<file path="src/rtl/seg7_pkg.sv">
// Shared types and glyph constants for the multiplexed seven-segment driver.
// Glyphs are active-low, with bit0=a through bit6=g.
package seg7_pkg;

  typedef logic [3:0] nibble_t;
  typedef logic [6:0] glyph_t;

  localparam glyph_t SEG_BLANK = 7'h7F;

  localparam glyph_t G_0 = 7'h40;
  localparam glyph_t G_1 = 7'h79;
  localparam glyph_t G_2 = 7'h24;
  localparam glyph_t G_3 = 7'h30;
  localparam glyph_t G_4 = 7'h19;
  localparam glyph_t G_5 = 7'h12;
  localparam glyph_t G_6 = 7'h02;
  localparam glyph_t G_7 = 7'h78;
  localparam glyph_t G_8 = 7'h00;
  localparam glyph_t G_9 = 7'h18;
  localparam glyph_t G_A = 7'h08;
  localparam glyph_t G_B = 7'h03;
  localparam glyph_t G_C = 7'h46;
  localparam glyph_t G_D = 7'h21;
  localparam glyph_t G_E = 7'h06;
  localparam glyph_t G_F = 7'h0E;

endpackage

</file>
<file path="src/rtl/seg7_hex_glyph.sv">
// Combinational hex nibble to active-low seven-segment glyph decoder.
module seg7_hex_glyph
  import seg7_pkg::*;
(
  input  nibble_t i_nib,
  output glyph_t  o_seg
);

  always_comb begin
    o_seg = SEG_BLANK;
    unique case (i_nib)
      4'h0: o_seg = G_0;
      4'h1: o_seg = G_1;
      4'h2: o_seg = G_2;
      4'h3: o_seg = G_3;
      4'h4: o_seg = G_4;
      4'h5: o_seg = G_5;
      4'h6: o_seg = G_6;
      4'h7: o_seg = G_7;
      4'h8: o_seg = G_8;
      4'h9: o_seg = G_9;
      4'hA: o_seg = G_A;
      4'hB: o_seg = G_B;
      4'hC: o_seg = G_C;
      4'hD: o_seg = G_D;
      4'hE: o_seg = G_E;
      4'hF: o_seg = G_F;
    endcase
  end

endmodule

</file>
<file path="src/rtl/seg7_scan_driver.sv">
// Multiplexed seven-segment scan driver with frame-synchronous data update.
// Define SEG7_LZB_EN to enable leading-zero blanking.
module seg7_scan_driver
  import seg7_pkg::*;
#(
  parameter int DIGITS      = 4,
  parameter int REFRESH_DIV = 1000
) (
  input  logic                i_clk,
  input  logic                i_rst,
  input  logic [4*DIGITS-1:0] i_dat,
  input  logic                i_load,
  output logic [6:0]          o_seg,
  output logic [DIGITS-1:0]   o_an,
  output logic                o_frame
);

  localparam int CW = $clog2(REFRESH_DIV);
  localparam int IW = (DIGITS > 1) ? $clog2(DIGITS) : 1;
  localparam logic [CW-1:0] CNT_LAST = CW'(REFRESH_DIV - 1);
  localparam logic [IW-1:0] IDX_LAST = IW'(DIGITS - 1);

  logic [CW-1:0]       r_cnt;
  logic [IW-1:0]       r_idx;
  logic [4*DIGITS-1:0] r_shadow;
  logic [4*DIGITS-1:0] r_active;
  glyph_t              r_seg;
  logic [DIGITS-1:0]   r_an;
  logic                r_frame;

  logic                w_cnt_wrap;
  logic                w_frame_end;
  nibble_t             w_digits [DIGITS];
  nibble_t             w_nib;
  glyph_t              w_glyph;
  glyph_t              w_seg_nxt;
  logic [DIGITS-1:0]   w_an_nxt;

  assign w_cnt_wrap  = (r_cnt == CNT_LAST);
  assign w_frame_end = w_cnt_wrap && (r_idx == IDX_LAST);

  always_comb begin
    for (int k = 0; k < DIGITS; k++) begin
      w_digits[k] = r_active[4*k +: 4];
    end
  end

  assign w_nib = w_digits[r_idx];

  seg7_hex_glyph u_glyph (
    .i_nib (w_nib),
    .o_seg (w_glyph)
  );

`ifdef SEG7_LZB_EN
  logic [DIGITS-1:0] w_blank;

  // Blank while every nibble from the top down to k is zero; digit 0 always shows.
  always_comb begin
    logic w_lead;
    w_lead  = 1'b1;
    w_blank = '0;
    for (int k = DIGITS - 1; k >= 1; k--) begin
      w_lead     = w_lead && (w_digits[k] == 4'h0);
      w_blank[k] = w_lead;
    end
  end

  assign w_seg_nxt = w_blank[r_idx] ? SEG_BLANK : w_glyph;
`else
  assign w_seg_nxt = w_glyph;
`endif

  // First cycle of each slot is a dark guard to avoid ghosting.
  assign w_an_nxt = (r_cnt == '0) ? '1
                  : ~(DIGITS'(1) << r_idx);

  always_ff @(posedge i_clk or posedge i_rst) begin
    if (i_rst) begin
      r_cnt    <= '0;
      r_idx    <= '0;
      r_shadow <= '0;
      r_active <= '0;
      r_seg    <= SEG_BLANK;
      r_an     <= '1;
      r_frame  <= 1'b0;
    end else begin
      r_cnt <= w_cnt_wrap ? '0 : r_cnt + 1'b1;
      if (w_cnt_wrap) begin
        r_idx <= (r_idx == IDX_LAST) ? '0 : r_idx + 1'b1;
      end
      if (i_load) begin
        r_shadow <= i_dat;
      end
      if (w_frame_end) begin
        r_active <= i_load ? i_dat : r_shadow;
      end
      r_seg   <= w_seg_nxt;
      r_an    <= w_an_nxt;
      r_frame <= w_frame_end;
    end
  end

  assign o_seg   = r_seg;
  assign o_an    = r_an;
  assign o_frame = r_frame;

endmodule

</file>
<file path="config.mk">
export PLATFORM = sky130hd
export DESIGN_NAME = seg7_scan_driver
export DESIGN_NICKNAME = d
export VERILOG_FILES = /design/src/rtl/seg7_pkg.sv /design/src/rtl/seg7_hex_glyph.sv /design/src/rtl/seg7_scan_driver.sv
export SDC_FILE = /design/constraint.sdc
export NUM_CORES = 1
export LEC_CHECK = 0
export ABC_AREA = 1
export CAP_MARGIN = 20
export CELL_PAD_IN_SITES_DETAIL_PLACEMENT = 1
export CELL_PAD_IN_SITES_GLOBAL_PLACEMENT = 1
export CORE_UTILIZATION = 30
export CTS_CLUSTER_DIAMETER = 60
export DETAILED_ROUTE_END_ITERATION = 6
export PLACE_DENSITY_LB_ADDON = 0.1
export SYNTH_ARGS = -nofsm -noshare
export SYNTH_HDL_FRONTEND = slang
export SYNTH_SLANG_ARGS = --single-unit
</file>
<file path="constraint.sdc">
create_clock -name i_clk -period 1.9 [get_ports i_clk]
set_input_delay 0.38 -clock i_clk [delete_from_list [all_inputs] [get_ports i_clk]]
set_output_delay 0.38 -clock i_clk [all_outputs]
set_load 0.01 [all_outputs]
</file>
### Word level (Yosys, flattened, before mapping)

Memories as Yosys holds them, arrays and structs flattened. A register that Yosys moved wholly into a read port is not among the register bits.
Index checks and enable logic that the tools add are counted.

| operators by class | value |
|---|---|
| reduce and logical (&&, ||, !) cells | 2 |
| equality and inequality tests | 2 |
| shift operators | 1 |
| multiplexer cells | 7 |
| add/subtract/negate cells | 2 |
| bitwise logic cells | 2 |
| order comparisons | 1 |

Operator list:

| kind | number |
|---|---|
| 16-bit 2-to-1 mux | 1 |
| 4-bit 2-to-1 mux | 3 |
| 10-bit by 1-bit adder with 10-bit output (second input constant) | 1 |
| 10-bit == test (second input constant) | 1 |
| 10-bit zero test | 1 |
| 10-bit 2-to-1 mux | 1 |
| 4-bit binary-select mux with 2-bit select | 1 |
| 4-bit NOT | 1 |
| 1-bit by 2-bit << shifter with 4-bit output (first input constant) | 1 |
| 3-bit >= comparator (second input constant) | 1 |
| 2-bit NOT with 3-bit output | 1 |
| 2-bit by 1-bit adder with 2-bit output (second input constant) | 1 |
| 2-bit == test (second input constant) | 1 |
| 2-bit 2-to-1 mux | 1 |
| 1-bit logical AND | 1 |

| word-level totals | value |
|---|---|
| memories | 1 |
| register bits after elaboration | 49 |
| input bits | 19 |
| bits in read-only memories | 112 |

Memory list:

| name | words | bits a word | read ports | clocked after Yosys merged registers in | write ports | RTL line | RTL |
|---|---|---|---|---|---|---|---|
| (no name shown) | 16 | 7 | 1 | 1 | 0 | seg7_hex_glyph.sv:11 | `unique case (i_nib)` |

### Longest topological paths before layout

Gate-level depths: netlist of the first run.

| depth | value |
|---|---|
| depth in word-level cells | 4 |
| depth in mapped cells | 10 |
| gate-level depth less buffers | 10 |

### Cells and area by module

Synthesis of the first run repeated with hierarchy kept, for this count alone.

| unflattened totals | value |
|---|---|
| cells, all modules | 318 |
| area total of the unflattened synthesis | 2,682.6 um^2 |

Modules (own cells, without submodules):

| module | area an instance (um^2) | instances | cells an instance | seq. area each (um^2) |
|---|---|---|---|---|
| seg7_scan_driver | 2,418.6 | 1 | 268 | 1,415.1 |
| seg7_hex_glyph | 264.0 | 1 | 50 | 0.0 |

### Worst setup path before layout of the first run

No wires, ideal clock.

| timing path | value |
|---|---|
| path kind | register to register |
| start | register r_idx[1] |
| end | register r_seg[3], in the netlist o_seg[3] |
| arrival time | 1.383 ns |
| clock period less this slack | 1.459 ns |
| stages on the path, launching flop included | 10 |
| setup slack | 0.441 ns |
| buffers on the path | 0 |
| data required time | 1.824 ns |
| path through | dfrtp_1 > inv_1 > nand3_1 > nand2_1 > inv_1 > ha_1 > nand3_1 > nand2_1 > nand2_1 > nand2_1 |

| between the ends | value |
|---|---|
| word-level cells in the longest chain between the ends | 4 |

Ends and longest elaborated chain:

| what | RTL line | RTL |
|---|---|---|
| start, declared | seg7_scan_driver.sv:24 | `logic [IW-1:0] r_idx;` |
| start signal, assigned | seg7_scan_driver.sv:90 | `r_idx <= (r_idx == IDX_LAST) ? '0 : r_idx + 1'b1;` |
| 2-bit NOT with 3-bit output (not written as such) | seg7_scan_driver.sv:48 | `assign w_nib = w_digits[r_idx];` |
| 4-bit binary-select mux with 2-bit select | seg7_scan_driver.sv:48 |  |
| 4-bit 2-to-1 mux (not written as such) (2 in a row) | seg7_scan_driver.sv:48 |  |
| end, declared | seg7_scan_driver.sv:27 | `glyph_t r_seg;` |

No other way between the ends. The select of a mux whose other input is x is not followed.
A chain may end at the register's enable or synchronous reset.

### Final worst setup path of the first run

| timing path | value |
|---|---|
| start | register r_an[3], in the netlist o_an[3] |
| end | output o_an[3] |

RTL lines:

| what | RTL line | RTL |
|---|---|---|
| start, declared | seg7_scan_driver.sv:28 | `logic [DIGITS-1:0] r_an;` |
| start signal, assigned | seg7_scan_driver.sv:99 | `r_an <= w_an_nxt;` |
| end, declared | seg7_scan_driver.sv:14 | `output logic [DIGITS-1:0] o_an,` |

No word-level cell between the ends.

==> flow_summary.yaml, run 1 <==
layout:
  nets: 391
  drive_gt1_frac: 0.105
  area_delta_synth_final_pct: 21.7
  num_antenna_cells: 0
  fillers: 1024
  layout_commonest_cell: "nand2_1"
  mostFrequentLayoutCells: "nand2_1, dfrtp_1, clkdlybuf4s50_1"
timing:
  worstMarginPinSlew_ps: 545
  max_freq_ghz: 0.573
  finalCriticalPeriod_ps: 1740
  rsz0062_at_grt: "false"
  drv_slew: 0
  finalHoldViolations: 0
  finalSetupViolations: 0
  whs_ps: 276
  fin_setup_tns_ps: 0
  clock-skew-final_ps: 15.4
  min_period_over_period: 0.918
  setup_slack_ps: 155
  maxSlewHeadroom: 0.634
clock_network:
  clk_pin_slew_worst_paths_ps: 110
  clk_latency_ps: 320
  post_cts_buffers: 0
  cts_tree: "done"
  ctsHoldBuffers: 0
  cts_root_buf: "clkbuf_8"
  clock-sinks: 56
  clock_path_buffers: 2
  ctsResizeCount: 0
  cts_buffers: 5
  h-tree-depth: 2
floorplanning:
  die_area_sq_um: 9200
  initial_core_util: 0.316
  die_w_um: 95.9
  rows: 33
  core_area_sq_um: 8380
  die_y_um: 95.9
  io_pins: 31
global_routing:
  grt.total_usage: 0.146
  grt_pass1_vias: 2125
  antenna_found_initial: 0
  grt_max_degree: 38
  grt_overflow: 0
  grt_first_pass_wirelength_mm: 10.3
status:
  status: "completed"
pwr:
  p_int_w: 0.00171
  power_density_nw_per_um2: 677
  fin_total_pwr_w: 0.00218
  pwr-share-clk: 0.382
  p_leak_nw: 1.61
  ir_drop_uv: 253
  p_sw_w: 0.000472
  p_sw_frac: 0.216
  p_seq_frac: 0.565
  pwr-share-comb: 0.054
place:
  portBuffers: 30
  dp_hpwl_mm: 4.23
  post-place-ws_ps: 209
  gp_congestion: 0.798
logic_synthesis:
  yosysWarnings: 0
  synth_area_sq_um: 2650
  synth_cell_type_count: 26
  synth_seq_cells: 56
  syn_area_per_cell_sq_um: 8.17
  ys_seq_area_frac: 0.535
  postSynthCellCount: 324
  synthesis.nets: 354
setup_path:
  crit_required_ps: 1520
  arrival_ps: 1360
  r2r-start: "r_idx[1]"
  crit_fanout: 1
  cp_slowest_cell: "dfstp_2"
  r2r_end: "o_seg[5]"
  r2r_setup_slack_ps: 210
  cp-start-kind: "flip-flop"
  rr_worst_depth: 9
  crit_chain: "clkdlybuf4s50_1"
  cp-end-kind: "output port"
  slowest_delay_ps: 530
  cpLargestDelayFamily: "flip-flops"
  path_buf_inv: 1
  path_class: "reg -> out"
detailed_routing:
  viasPerCell: 4.41
  wl_per_cell_um: 12.2
  drtIter0Drc: 55
  drc: 0
  finalWirelength_mm: 5.71
  vias: 2061
  firstDrtPassIters: 4
  ant_nets: 0
hold_path:
  hp-class: "in -> async"
job:
  max_cap_viol_count: 0
-- power groups by stage --
stage | registers (W) | logic (W) | clock network [W]
2_1_floorplan | 0.00125 | 0.0000583 | 0
3_3_place_gp | 0.00125 | 0.000120 | 0
3_5_place_dp | 0.00125 | 0.000122 | 0
4_1_cts | 0.00123 | 0.000122 | 0.000871
5_1_grt | 0.00123 | 0.000136 | 0.000916
6_report | 0.00123 | 0.000117 | 0.000832
-- registers in the layout (all words and copies together), names as in the netlist --
register,flops
r_active,16
r_shadow,16
r_cnt,10
o_seg,7
o_an,4
r_idx,2
o_frame,1
-- worst max path at each step --
| stage | cells after the start | startpoint | to | slack (ps) |
|---|---|---|---|---|
| 3_3_place_gp | 9 | r_idx[1] | o_seg[5] | 270 |
| 3_5_place_dp | 9 | r_idx[1] | o_seg[5] | 210 |
| 5_1_grt | 9 | r_idx[1] | o_seg[5] | 6 |
| 2_1_floorplan | 1 | i_rst | o_frame | 170 |
| 4_1_cts | 1 | o_an[3] | o_an[3] | 140 |
| 6_report | 1 | o_an[3] | o_an[3] | 160 |
-- routing by layer --
layer,track usage,vias to the layer above,routed length [um]
met3,0.0284,8,153
met4,0.0485,0,80
met2,0.235,27,2670
met5,0,-,0
met1,0.197,950,2810
li1,-,1076,-
-- cell usage after synthesis --
master,count,share of area
a21oi_1,2,0.0038
buf_2,3,0.0057
buf_4,1,0.0028
buf_6,1,0.0043
clkbuf_1,1,0.0014
clkinv_2,1,0.0019
dfrtp_1,45,0.43
dfstp_2,11,0.11
ha_1,11,0.052
inv_1,22,0.031
inv_2,3,0.0043
nand2_1,165,0.23
nand2_2,3,0.0071
nand3_1,26,0.049
nand3_2,1,0.0038
nand4_1,2,0.0047
nand4_4,1,0.0080
nor2_1,11,0.016
nor2_4,2,0.0085
nor3_1,2,0.0038
nor3b_1,1,0.0028
nor4_1,1,0.0024
o211ai_1,1,0.0028
o21ai_0,5,0.0095
or2_2,1,0.0024
xor2_1,1,0.0033
-- cell type report --
type	count	area, sq um	area share
Clock buffer	6	82.6	0.0257
Clock inverter	2	38.8	0.0120
Inverter	26	98.8	0.0307
Multi-Input combinational cell	236	1090	0.340
Sequential cell	56	1420	0.440
Tap cell	105	131	0.0408
Timing Repair Buffer	36	358	0.111
-- metrics by stage --
| step | utilization | cell area (sq um) | instances |
|---|---|---|---|
| finish | 0.384 | 3220 | 467 |
| global route | 0.384 | 3220 | 467 |
| CTS | 0.384 | 3220 | 467 |
| detailed placement | 0.370 | 3100 | 459 |
| global placement | 0.370 | 3100 | 459 |
| floorplan | - | 2650 | 324 |
-- logic make-up (layout without fill, tap and decap cells) --
logic type                 Yosys count  after routing  share of synthesized area
AOI/OAI and AO/OA                    8              8                     0.0161
xor gates and xnor gates             1              1                    0.00331
buffers and inverters               32             70                     0.0515
DFF                                 56             56                      0.535
and+or+nand+nor                    216            216                      0.342
adders and majority gates           11             11                     0.0520
Note: power is estimated with default switching activity, not from simulation.
==> run 2, diff against run 1 <==
--- a/config.mk
+++ b/config.mk
@@ -9,5 +9,5 @@
 export CAP_MARGIN = 20
 export CELL_PAD_IN_SITES_DETAIL_PLACEMENT = 1
-export CELL_PAD_IN_SITES_GLOBAL_PLACEMENT = 1
+export CELL_PAD_IN_SITES_GLOBAL_PLACEMENT = 2
 export CORE_UTILIZATION = 30
 export CTS_CLUSTER_DIAMETER = 60
==> constraint.sdc (replaced) <==
create_clock -name i_clk -period 1.9 [get_ports i_clk]
set_input_delay 0.19 -clock i_clk [delete_from_list [all_inputs] [get_ports i_clk]]
set_output_delay 0.19 -clock i_clk [all_outputs]
set_load 0.01 [all_outputs]
==> run 2 against run 1 <==
Net effect:
- combinational power hardly changed
- sequential cell count unchanged
- critical path type is now reg -> reg
- clock skew decreased by 4.2 ps
- die area unchanged
- fmax rose by 7.8%
- clock power fell by 4.2%
- core utilization grew 0.060 points
==> flow_summary.yaml, run 2 (synthesized netlist as in run 1, its figures left out) <==
status:
  status: "completed"
layout:
  area_delta_synth_final_pct: 21.8
  nets: 393
  num_antenna_cells: 0
  mostFrequentLayoutCells: "nand2_1, dfrtp_1, clkdlybuf4s50_1"
  drive_gt1_frac: 0.107
  top_regs: "r_active (16), r_shadow (16), r_cnt (10)"
  final_cell_count_no_fill: 469
  layout_commonest_cell: "nand2_1"
  final_cell_area_sq_um: 3220
  fillers: 1026
setup_path:
  cp_slowest_cell: "dfrtp_1"
  path_buf_inv: 2
  crit_chain: "buf_4, nand2_1, nand3_1, nand2_1, inv_1, ha_1, nand3_1, nand2_1, nand2_1, nand2_1"
  path_class: "reg -> reg"
  cp-end-kind: "flip-flop"
  cp-start-kind: "flip-flop"
  crit_fanout: 12
  arrival_ps: 1860
  cpMostUsedCell: "nand2_1"
  crit_required_ps: 2150
  cpLargestDelayFamily: "simple AND/OR/NAND/NOR gates"
  slowest_delay_ps: 400
clock_network:
  cts_tree: "done"
  clock_path_buffers: 2
  ctsHoldBuffers: 0
  post_cts_buffers: 0
  clock-sinks: 56
  clk_pin_slew_worst_paths_ps: 100
  ctsResizeCount: 0
  h-tree-depth: 2
  clk_latency_ps: 310
  cts_buffers: 5
  cts_root_buf: "clkbuf_8"
timing:
  finalSetupViolations: 0
  min_period_over_period: 0.852
  rsz0062_at_grt: "false"
  finalHoldViolations: 0
  fin_setup_tns_ps: 0
  maxSlewHeadroom: 0.644
  clock-skew-final_ps: 11.2
  worstMarginPinSlew_ps: 530
  drv_slew: 0
  max_freq_ghz: 0.618
  setup_slack_ps: 281
  finalCriticalPeriod_ps: 1620
  whs_ps: 119
detailed_routing:
  vias: 2090
  viasPerCell: 4.46
  firstDrtPassIters: 4
  drtIter0Drc: 84
  wl_per_cell_um: 12.6
  drc: 0
  ant_nets: 0
  finalWirelength_mm: 5.89
floorplanning:
  die_w_um: 95.9
  core_area_sq_um: 8380
  rows: 33
  die_area_sq_um: 9200
  die_y_um: 95.9
  io_pins: 31
  initial_core_util: 0.316
pwr:
  p_leak_nw: 1.62
  ir_drop_uv: 258
  power_density_nw_per_um2: 665
place:
  post-place-ws_ps: 304
  gp_congestion: 0.756
  dp_hpwl_mm: 4.47
  numPlacedInstances: 461
  placed_cell_area_sq_um: 3110
  portBuffers: 30
global_routing:
  antenna_found_initial: 0
  grt_pass1_vias: 2285
  grt_first_pass_wirelength_mm: 10.9
  grt.total_usage: 0.152
  grt_overflow: 0
  grt_max_degree: 29
hold_path:
  hp-class: "in -> async"
job:
  max_cap_viol_count: 0
[run 2: layout make-up]
cell class | instances | area, sq um | share of cell area
Clock buffer | 6 | 72.6 | 0.0225
Clock inverter | 2 | 38.8 | 0.0120
Inverter | 26 | 98.8 | 0.0307
Multi-Input combinational cell | 236 | 1090 | 0.340
Sequential cell | 56 | 1420 | 0.439
Tap cell | 105 | 131 | 0.0407
Timing Repair Buffer | 38 | 373 | 0.116
[run 2: where the power goes]
group / internal [W] / switching, W
logic: 0.0000528 / 0.0000643
registers: 0.00122 / 0.00000773
clock network: 0.000399 / 0.000398
[run 2: metrics by stage]
| step | total power, W | utilization |
|---|---|---|
| finish | 0.00214 | 0.385 |
| global route | 0.00225 | 0.385 |
| CTS | 0.00221 | 0.385 |
| detailed placement | 0.00137 | 0.371 |
| global placement | 0.00137 | 0.371 |
| floorplan | 0.00131 | - |
[run 2: path summary, 6_finish.rpt]
path | startpoint | depth (start not counted) | slack (ps) | endpoint
max | r_idx[0] | 10 | 280 | o_seg[5]
min | i_rst | 2 | 120 | r_active[8]
max reg2reg | r_idx[0] | 10 | 280 | o_seg[5]
min reg2reg | r_shadow[4] | 2 | 480 | r_shadow[4]
max in group asynchronous | i_rst | 3 | 1130 | r_shadow[5]
min in group i_clk | i_dat[4] | 3 | 430 | r_shadow[4]
[run 2: per-layer routing]
layer	up-vias	GRT usage	part of all wire
li1	1081	-	-
met1	980	0.205	0.50
met2	25	0.252	0.46
met3	4	0.0284	0.024
met4	0	0.0373	0.0092
met5	-	0	0
